[src/rtl/mac_fxp_pkg.sv]
// Shared fixed-point constants for the MAC datapath: default formats,
// requantization shift and output saturation limits.
package mac_fxp_pkg;

   localparam int DEF_ACCUM_WIDTH = 32;  // S15.16
   localparam int DEF_ACCUM_FRAC  = 16;
   localparam int DEF_OUT_WIDTH   = 16;  // S5.10
   localparam int DEF_OUT_FRAC    = 10;

   localparam int SHIFT   = DEF_ACCUM_FRAC - DEF_OUT_FRAC;
   localparam int SAT_MAX = (1 << (DEF_OUT_WIDTH - 1)) - 1;
   localparam int SAT_MIN = -(1 << (DEF_OUT_WIDTH - 1));

   // Largest positive value of a signed field `width` bits wide.
   function automatic longint sat_hi(input int width);
      return (64'sd1 <<< (width - 1)) - 64'sd1;
   endfunction

endpackage

[src/rtl/qout_fifo.sv]
// Synchronous first-word-fall-through FIFO. A push into a full FIFO is only
// accepted when a pop happens in the same cycle; otherwise it is ignored.
module qout_fifo #(
   parameter int WIDTH = 17,
   parameter int DEPTH = 4
) (
   input  logic                       clk,
   input  logic                       rst,
   input  logic                       flush,
   input  logic                       push,
   input  logic [WIDTH-1:0]           wdata,
   input  logic                       pop,
   output logic [WIDTH-1:0]           rdata,
   output logic                       full,
   output logic                       empty,
   output logic [$clog2(DEPTH):0]     count
);

   localparam int PW = $clog2(DEPTH);

   logic [WIDTH-1:0] mem [DEPTH];
   logic [PW-1:0]    wr_ptr;
   logic [PW-1:0]    rd_ptr;
   logic             do_push;
   logic             do_pop;

   assign full    = (count == (PW+1)'(DEPTH));
   assign empty   = (count == '0);
   assign do_pop  = pop && !empty;
   assign do_push = push && (!full || do_pop);
   assign rdata   = mem[rd_ptr];

   always_ff @(posedge clk) begin
      if (rst || flush) begin
         wr_ptr <= '0;
         rd_ptr <= '0;
         count  <= '0;
      end else begin
         if (do_push) wr_ptr <= wr_ptr + 1'b1;
         if (do_pop)  rd_ptr <= rd_ptr + 1'b1;
         count <= count + (PW+1)'(do_push) - (PW+1)'(do_pop);
      end
   end

   // Storage carries no reset; validity lives entirely in the pointers.
   always_ff @(posedge clk) begin
      if (do_push) mem[wr_ptr] <= wdata;
   end

endmodule

[src/rtl/accum_requant.sv]
// Collects MAC beats, adds bias on the final beat, then applies ReLU,
// round-half-up requantization and saturation before queueing the result.
module accum_requant import mac_fxp_pkg::*; #(
   parameter int ACCUM_WIDTH = DEF_ACCUM_WIDTH,
   parameter int ACCUM_FRAC  = DEF_ACCUM_FRAC,
   parameter int OUT_WIDTH   = DEF_OUT_WIDTH,
   parameter int OUT_FRAC    = DEF_OUT_FRAC,
   parameter int VEC_LEN     = 16,
   parameter int FIFO_DEPTH  = 4
) (
   input  logic                   clk,
   input  logic                   rst,
   input  logic [ACCUM_WIDTH-1:0] accum_in,
   input  logic                   accum_valid,
   input  logic [ACCUM_WIDTH-1:0] bias_in,
   input  logic                   relu_en,
   input  logic                   flush,
   output logic [OUT_WIDTH-1:0]   out_data,
   output logic                   out_sat,
   output logic                   out_valid,
   input  logic                   out_ready,
   output logic                   drop_err
);

   localparam int AW    = ACCUM_WIDTH;
   localparam int SH    = ACCUM_FRAC - OUT_FRAC;
   localparam int CNT_W = (VEC_LEN > 1) ? $clog2(VEC_LEN) : 1;
   localparam logic [CNT_W-1:0]    LAST   = CNT_W'(VEC_LEN - 1);
   localparam logic signed [AW+1:0] RND    = (AW+2)'(1) <<< (SH - 1);
   localparam logic signed [AW+1:0] SAT_HI = (AW+2)'(sat_hi(OUT_WIDTH));
   localparam logic signed [AW+1:0] SAT_LO = ~SAT_HI;

   logic [CNT_W-1:0]       beat_cnt;
   logic                   final_beat;
   logic                   s1_valid;
   logic signed [AW:0]     s1_sum;
   logic                   s1_relu;
   logic                   s2_valid;
   logic [OUT_WIDTH-1:0]   s2_data;
   logic                   s2_sat;
   logic signed [AW:0]     relu_v;
   logic signed [AW+1:0]   rnd_v;
   logic signed [AW+1:0]   shf_v;
   logic [OUT_WIDTH-1:0]   q_data;
   logic                   q_sat;
   logic                   fifo_push;
   logic                   fifo_pop;
   logic [OUT_WIDTH:0]     fifo_rdata;
   logic                   fifo_full;
   logic                   fifo_empty;
   logic [$clog2(FIFO_DEPTH):0] fifo_count;

   assign final_beat = accum_valid && !flush && (beat_cnt == LAST);

   always_ff @(posedge clk) begin
      if (rst || flush)     beat_cnt <= '0;
      else if (accum_valid) beat_cnt <= (beat_cnt == LAST) ? '0 : beat_cnt + 1'b1;
   end

   always_ff @(posedge clk) begin
      if (rst || flush) begin
         s1_valid <= 1'b0;
         s2_valid <= 1'b0;
      end else begin
         s1_valid <= final_beat;
         s2_valid <= s1_valid;
      end
   end

   // One extra bit so accumulator plus bias can never wrap.
   always_ff @(posedge clk) begin
      if (final_beat) begin
         s1_sum  <= $signed({accum_in[AW-1], accum_in}) + $signed({bias_in[AW-1], bias_in});
         s1_relu <= relu_en;
      end
   end

   always_comb begin
      relu_v = (s1_relu && s1_sum[AW]) ? '0 : s1_sum;
      rnd_v  = $signed({relu_v[AW], relu_v}) + RND;
      shf_v  = rnd_v >>> SH;
      q_sat  = 1'b0;
      q_data = shf_v[OUT_WIDTH-1:0];
      if (shf_v > SAT_HI) begin
         q_sat  = 1'b1;
         q_data = SAT_HI[OUT_WIDTH-1:0];
      end else if (shf_v < SAT_LO) begin
         q_sat  = 1'b1;
         q_data = SAT_LO[OUT_WIDTH-1:0];
      end
   end

   always_ff @(posedge clk) begin
      if (s1_valid) begin
         s2_data <= q_data;
         s2_sat  <= q_sat;
      end
   end

   assign fifo_push = s2_valid && !flush;
   assign fifo_pop  = out_ready && (fifo_count != '0);

   // A full FIFO only loses the result when nothing leaves the same cycle.
   always_ff @(posedge clk) begin
      if (rst)                                       drop_err <= 1'b0;
      else if (fifo_push && fifo_full && !fifo_pop)  drop_err <= 1'b1;
   end

   qout_fifo #(
      .WIDTH (OUT_WIDTH + 1),
      .DEPTH (FIFO_DEPTH)
   ) u_fifo (
      .clk   (clk),
      .rst   (rst),
      .flush (flush),
      .push  (fifo_push),
      .wdata ({s2_sat, s2_data}),
      .pop   (fifo_pop),
      .rdata (fifo_rdata),
      .full  (fifo_full),
      .empty (fifo_empty),
      .count (fifo_count)
   );

   assign out_valid = !fifo_empty;
   assign out_data  = fifo_empty ? '0 : fifo_rdata[OUT_WIDTH-1:0];
   assign out_sat   = !fifo_empty && fifo_rdata[OUT_WIDTH];

endmodule
[config.mk]
export PLATFORM = sky130hd
export DESIGN_NAME = accum_requant
export DESIGN_NICKNAME = d
export VERILOG_FILES = /design/src/rtl/mac_fxp_pkg.sv /design/src/rtl/qout_fifo.sv /design/src/rtl/accum_requant.sv
export SDC_FILE = /design/constraint.sdc
export NUM_CORES = 1
export LEC_CHECK = 0
export ABC_AREA = 0
export ABC_CLOCK_PERIOD_IN_PS = 4300
export BUFFER_PORTS_ARGS = -buffer_cell sky130_fd_sc_hd__buf_2
export CORE_MARGIN = 2
export CORE_UTILIZATION = 58
export CTS_CLUSTER_SIZE = 20
export DETAILED_ROUTE_END_ITERATION = 8
export PLACE_DENSITY = 0.8
export SKIP_LAST_GASP = 1
export SLEW_MARGIN = 10
export SYNTH_ARGS = -nofsm -noshare
export SYNTH_HDL_FRONTEND = slang
export SYNTH_SLANG_ARGS = --single-unit
export TNS_END_PERCENT = 10
[constraint.sdc]
create_clock -name clk -period 4.3 [get_ports clk]
set_clock_uncertainty 0.05 [all_clocks]
set_input_delay 0.645 -clock clk [delete_from_list [all_inputs] [get_ports clk]]
set_output_delay 0.645 -clock clk [all_outputs]
set_load 0.01 [all_outputs]
==> results of run 1 <==
[critical path, delay by kind of cell, from the launching register on]
| kind | cells | cell delay [ns] |
|---|---|---|
| flip-flops | 1 | 0.45 |
| adder cells (fa/ha/maj) | 1 | 0.20 |
| buffers and inverters | 1 | 0.19 |
| AO/OA/AOI/OAI | 3 | 0.93 |
| AND/OR/NAND/NOR | 6 | 1.37 |
[per-layer routing]
metal	share of wire, %	GRT usage, %	wire length, um
met1	43	26.30	5429
met2	51	35.85	6422
met3	4.3	4.928	542
met4	1.6	8.455	197
met5	0	0	0
[worst max-delay path by stage]
stage	startpoint	to	slack [ns]	cells past startpoint
floorplan	accum_valid	s1_relu$_DFFE_PP_	1.03	2
global placement	s1_sum[32]$_DFFE_PP_	s2_data[12]$_SDFFCE_PN1P_	0.97	12
detailed placement	s1_sum[32]$_DFFE_PP_	s2_data[2]$_SDFFCE_PN1P_	0.86	11
CTS	s1_sum[32]$_DFFE_PP_	s2_data[2]$_SDFFCE_PN1P_	0.85	11
global route	s1_sum[32]$_DFFE_PP_	s2_data[2]$_SDFFCE_PN1P_	0.54	11
finish	s1_sum[32]$_DFFE_PP_	s2_data[2]$_SDFFCE_PN1P_	0.80	11
[sequential cells by signal, indices dropped and copies added, names as in the netlist, 2 cells and up, named ones only]
signal and flops:
u_fifo.wr_ptr 2, s2_data 16, s1_sum 28, u_fifo.count 3
u_fifo.mem 68, u_fifo.rd_ptr 2, beat_cnt 4
[cells in the final DEF, fill, tap and decap left out, drive strengths merged, types with 17 or more instances in the layout]
cell and instances:
o21ai 18, nand2 35, a21oi 27, xnor2 20, inv 21, ha 39, edfxtp 114, buf 91
xor2 25, clkbuf 17, mux4 17, and2 26, nor2 31
[final cells by class]
type,instances,area (um2),area share (%)
flip-flops and latches,130,3744,46.52
multi-input cells,377,2980,37.04
repair buffers,91,462.9,5.753
clock buffers,17,425.4,5.287
clock inverters,15,183.9,2.286
well taps,143,178.9,2.224
inverters,19,71.32,0.8863
[metrics by stage]
stage	hold slack, ns	util, %	power, mW	area [um2]	cells
2_1_floorplan	0.4080	-	1.561	6858	541
3_3_place_gp	0.3919	64.86	1.617	7437	760
3_5_place_dp	0.4077	64.86	1.626	7437	760
4_1_cts	0.3424	70.17	3.077	8046	792
5_1_grt	0.3428	70.17	3.164	8046	792
6_report	0.3587	70.17	3.053	8046	792
[cells by family (layout without fill, tap and decap cells)]
group	after synthesis	after routing	share of synthesized area, %
AO/OA/AOI/OAI	102	102	10.69
flip-flops	130	130	54.59
AND/OR/NAND/NOR	168	168	13.23
buffers and inverters	34	142	2.025
XOR/XNOR	45	45	5.747
adder cells (fa/ha/maj)	40	40	7.407
multiplexers	22	22	6.313
[where the power goes]
part / switching [mW] / leakage [nW] / internal [mW]
Sequential: 0.000711 / 1.16 / 1.37
Clock: 0.538 / 0.290 / 0.915
Combinational: 0.117 / 1.65 / 0.111
Total: 0.655 / 3.10 / 2.40
==> impl_results.md, run 1 <==
* Status: completed
* Final slew viol count at 0
* Die area at 12710 um2
* Yosys top cell by area: edfxtp_1
* Routed wire per std cell at 15.90 um
* Site Rows at 39
* Count of flip-flops with a built-in enable after synthesis at 114
* Initial Util at 59.80%
* Routability cong. at 0.8460
* Synthesized area per cell at 12.68 um2
* Reg2reg setup slack at 0.80 ns
* Vias per inst at 5.753
* Period utilization at 81.34%
* Die H at 112.7 um
* H-tree levels at 4
* Critical Path Fanout Max at 15
* Peak supply drop at 0.0003130 V
* Post-CTS Setup Inserts at 0
* Syn Nets at 651
* Synth cell count leaders: edfxtp_1, ha_1, nand2_1, nor2_1
* DRC Markers at 0
* Number of global-route vias before repair at 4550
* Initial DRC Count at 358
* Commonest register cell after synthesis: edfxtp_1
* Drt total wl at 12590 um
* Cts hold-fix bufs at 0
* Setup TNS at 0 ns
* Final critical-path required period at 3.498 ns
* CTS Sinks at 130
* RSZ-0062 raised after global routing: no
* I/O pins at 89
* Clock buffer depth at 2
* Worst setup margin at 0.8023 ns
* #FFs+latches synth at 130
* Clk root buf: clkbuf_16
* Share of cells above drive strength 1 at 24.19%
* Lkg Pwr at 3.104 nW
* Initial antenna violation count at 0
* First-pass GRT wire length at 21260 um
* Clock-pin slew on the worst setup and hold paths at 0.06 ns
* Power density cells at 379.4 nW/um2
* Crit path DAT at 3.56 ns
* Count leader, synth: edfxtp_1
* Worst hold start: rst
* DR pass1 iterations at 5
* Post-place setup slack at 0.8612 ns
* WS Path Type: reg2reg
* Worst Tran Pin Value at 0.9123 ns
* Register area share after synthesis at 54.59%
* Origin of the critical flop-to-flop path: s1_sum[32]$_DFFE_PP_
* Largest net degree at the start of global routing at 30
* CTS tree: built
* WHS Path Cells at 2
* CP max stage delay at 0.56 ns
* Reg2reg path depth at 11
* Gate Count Post-Synth at 541
* Core area at 11470 um2
* Global-route usage over all layers at 21.10%
* HPWL Detailed at 8988 um
* FILL cells at 790
* Max Clk Rate at 0.2859 GHz
* Min-Delay Path Class: in2reg
* Most frequent CP cell: and2_1
* Crit path capture type: flip-flop
* Critical path's slowest cell: nor3b_1
* Nets at 746
* Netlist cell types at 65
* Synth top area share at 49.92%
* Area Growth Syn to Fin at 17.33%
* Synth area leaders: edfxtp_1, ha_1, mux4_2
* Routed Antenna Nets at 0
* Data required, critical path at 4.36 ns
* Num CTS Buffers at 17
* Synth warnings at 0
* RR Endpoint: s2_data[2]$_SDFFCE_PN1P_
* Clk Latency, worst-skew pair at 0.41 ns
* # resized after CTS at 0
* Crit-path cells: nand2_1, buf_4, and2_1, ha_1, and4_1, and2_1, nor3b_1, nor4_1, o311a_1, a21boi_4, o21ai_0
* Slew margin rel. at 39.18%
* Startpoint types: flip-flop
* PortBufs at 88
* Hold Vio Cnt, Final at 0
* WHS Endpoint: drop_err$_SDFFE_PP0P_
* Die width at 112.7 um
* GR Overflow Total at 0
* Antenna cells at 0
* # Max-Cap Violations at 0
* FFs w/ async S/R, synth at 0%
* Vias at 4556
* Synthesized area at 6858 um2
* Final Setup Violations at 0
No activity file was read; power rests on OpenSTA's default activity.
==> run 2, diff against run 1 <==
--- a/config.mk
+++ b/config.mk
@@ -6,13 +6,13 @@
 export NUM_CORES = 1
 export LEC_CHECK = 0
 export ABC_AREA = 0
-export ABC_CLOCK_PERIOD_IN_PS = 4300
+export ABC_CLOCK_PERIOD_IN_PS = 3100
 export BUFFER_PORTS_ARGS = -buffer_cell sky130_fd_sc_hd__buf_2
 export CORE_MARGIN = 2
-export CORE_UTILIZATION = 58
+export CORE_UTILIZATION = 53
 export CTS_CLUSTER_SIZE = 20
 export DETAILED_ROUTE_END_ITERATION = 8
-export PLACE_DENSITY = 0.8
+export PLACE_DENSITY = 0.77
 export SKIP_LAST_GASP = 1
 export SLEW_MARGIN = 10
 export SYNTH_ARGS = -nofsm -noshare
==> constraint.sdc (replaced) <==
create_clock -name clk -period 3.1 [get_ports clk]
set_clock_uncertainty 0.05 [all_clocks]
set_input_delay 0.465 -clock clk [delete_from_list [all_inputs] [get_ports clk]]
set_output_delay 0.465 -clock clk [all_outputs]
set_load 0.01 [all_outputs]
==> run 2 against run 1 <==
Compared with the run above:
- cell count is 5.8% higher
- power increased by 39%
- register-to-register slack got worse by 0.70 ns
- core utilization down 4.8 points
- fmax increased by 17%
- global-route usage shrank 2.1 points
- sequential share of layout area shrank 1.2 points
- critical path type unchanged
- largest power group unchanged
==> impl_results.md, run 2 (synthesis gave the netlist of run 1 again) <==
* Cts hold-fix bufs at 0 (unchanged)
* Crit-path cells: nand2_2, and2_1, ha_1, and4_1, and2_1, nor3b_4, nand4b_1, o211ai_1, and3_2, a21boi_4, buf_4, o31ai_1
* Routed wire per std cell at 15.11 um (-5.0%)
* Post-DP Area at 7619 um2 (+2.4%)
* RSZ-0062 raised after global routing: yes
* Routed Antenna Nets at 0 (unchanged)
* Site Rows at 41 (+5.1%)
* Share of cells above drive strength 1 at 26.73% (+2.5 points)
* Die width at 117.8 um (+4.4%)
* Clock buffer depth at 2 (unchanged)
* Biggest regs: u_fifo.mem: 68 flops, s1_sum: 28 flops, s2_data: 16 flops
* Commonest non-fill, non-tap cell in the layout: edfxtp_1
* Routability cong. at 0.8933 (+5.6%)
* Final Setup Violations at 0 (unchanged)
* Die area at 13870 um2 (+9.1%)
* Core area at 12620 um2 (+10%)
* PortBufs at 88 (unchanged)
* Data required, critical path at 3.20 ns (-1.16 ns)
* GR peak layer: met2
* Initial antenna violation count at 0 (unchanged)
* # Max-Cap Violations at 0 (unchanged)
* CTS Sinks at 130 (unchanged)
* GR Overflow Total at 0 (unchanged)
* HPWL Detailed at 9109 um (+1.4%)
* DR pass1 iterations at 4 (-1)
* Num CTS Buffers at 17 (unchanged)
* Most frequent CP cell: and2_1
* Final critical-path required period at 2.993 ns (-0.5049 ns)
* Post-Layout Cell Count at 838 (+5.8%)
* Slew margin rel. at 45.75% (+6.6 points)
* Area Growth Syn to Fin at 20.32%
* Max Clk Rate at 0.3341 GHz (+17%)
* Drt total wl at 12660 um (+0.52%)
* Clock-pin slew on the worst setup and hold paths at 0.06 ns (about the same)
* Final Instance Area at 8252 um2 (+2.6%)
* Number of global-route vias before repair at 4568 (+0.40%)
* Min-Delay Path Class: in2reg
* Crit path DAT at 3.09 ns (-0.47 ns)
* CTS tree: built
* Worst Tran Pin Value at 0.8127 ns (-0.09957 ns)
* Startpoint types: flip-flop
* DRC Markers at 0 (unchanged)
* Nets at 763 (+2.3%)
* Global-route usage over all layers at 18.96% (-2.1 points)
* Hold Vio Cnt, Final at 0 (unchanged)
* Antenna cells at 0 (unchanged)
* Initial DRC Count at 345 (-3.6%)
* Initial Util at 54.34% (-5.5 points)
* First-pass GRT wire length at 21290 um (+0.16%)
* Vias at 4545 (-0.24%)
* I/O pins at 89 (unchanged)
* Status: completed
* Clk Latency, worst-skew pair at 0.40 ns (about the same)
* Most frequent cells in the layout: edfxtp_1, buf_2, ha_1, nand2_1, nor2_1
* Period utilization at 96.54% (+15 points)
* WS Path Type: reg2reg
* Clk root buf: clkbuf_16
* GRT met2 Usage at 33.79% (-2.1 points)
* Met3 Usage GRT at 3.295% (-1.6 points)
* Peak supply drop at 0.0003705 V (+18%)
* Final slew viol count at 0 (unchanged)
* Critical Path Fanout Max at 7 (-8)
* CP max stage delay at 0.44 ns (-0.12 ns)
* Lkg Pwr at 3.215 nW (+3.6%)
* H-tree levels at 4 (unchanged)
* Placed Cells incl. Taps at 806 (+6.1%)
* Global Route met1 Usage at 23.13% (-3.2 points)
* Vias per inst at 5.424 (-5.7%)
* Largest net degree at the start of global routing at 30 (unchanged)
* Die H at 117.8 um (+4.4%)
* Max reg flops at 68 (unchanged)
* Critical path's slowest cell: edfxtp_1
* Power density cells at 513.1 nW/um2 (+35%)
* Crit path capture type: flip-flop
* Reg with most FFs: u_fifo.mem
-- run 2: timing repair --
| action | 4_1_cts | 5_1_grt |
|---|---|---|
| resized for setup | 0 | 5 |
| setup buffers | 0 | 0 |
| setup endpoints to repair | 0 | 14 |
-- run 2: layout make-up --
class | instances | area (um2)
Clock buffer | 18 | 429.2
Clock inverter | 14 | 182.7
Fill cell | 947 | 4368
Inverter | 19 | 71.32
Multi-Input combinational cell | 377 | 3007
Sequential cell | 130 | 3744
Tap cell | 172 | 215.2
Timing Repair Buffer | 108 | 603.1
-- run 2: metrics by stage --
step | util [%] | hold WS [ns] | worst slack, ns | power [mW] | TNS (ns)
3_5_place_dp | 60.37 | 0.4090 | 0.07183 | 2.258 | 0
4_1_cts | 65.22 | 0.1734 | 0.04313 | 4.269 | 0
2_1_floorplan | - | 0.4080 | -0.05262 | 2.166 | -1.526
3_3_place_gp | 60.37 | 0.3934 | 0.1110 | 2.246 | 0
6_report | 65.39 | 0.1880 | 0.1073 | 4.234 | 0
5_1_grt | 65.39 | 0.1846 | -0.05436 | 4.391 | -0.3231
-- run 2: power breakdown --
part / switching (mW) / internal [mW]
registers: 0.000943 / 1.90
clock network: 0.736 / 1.28
logic: 0.163 / 0.155
total: 0.899 / 3.33
-- run 2: worst paths after layout --
path                                       startpoint                        to  slack (ns)  depth (start not counted)
worst max-delay path             s1_sum[32]$_DFFE_PP_  s2_data[6]$_SDFFCE_PN1P_        0.11                         12
worst min-delay path                              rst     drop_err$_SDFFE_PP0P_        0.19                          2
worst max register to register   s1_sum[32]$_DFFE_PP_  s2_data[6]$_SDFFCE_PN1P_        0.11                         12
worst min register to register  drop_err$_SDFFE_PP0P_     drop_err$_SDFFE_PP0P_        0.42                          2
-- run 2: worst max-delay path, delay by kind of cell, from the launching register on --
family | cells | cell delay, ns
fa+ha+maj | 1 | 0.17
buf+inv | 1 | 0.18
compound gates | 3 | 0.41
simple gates | 7 | 1.48
flops | 1 | 0.44
-- run 2: layer usage --
layer / up-vias / wire (um)
li1: 2282 / -
met1: 2144 / 5439
met2: 108 / 6653
met3: 11 / 419
met4: 0 / 145
met5: - / 0
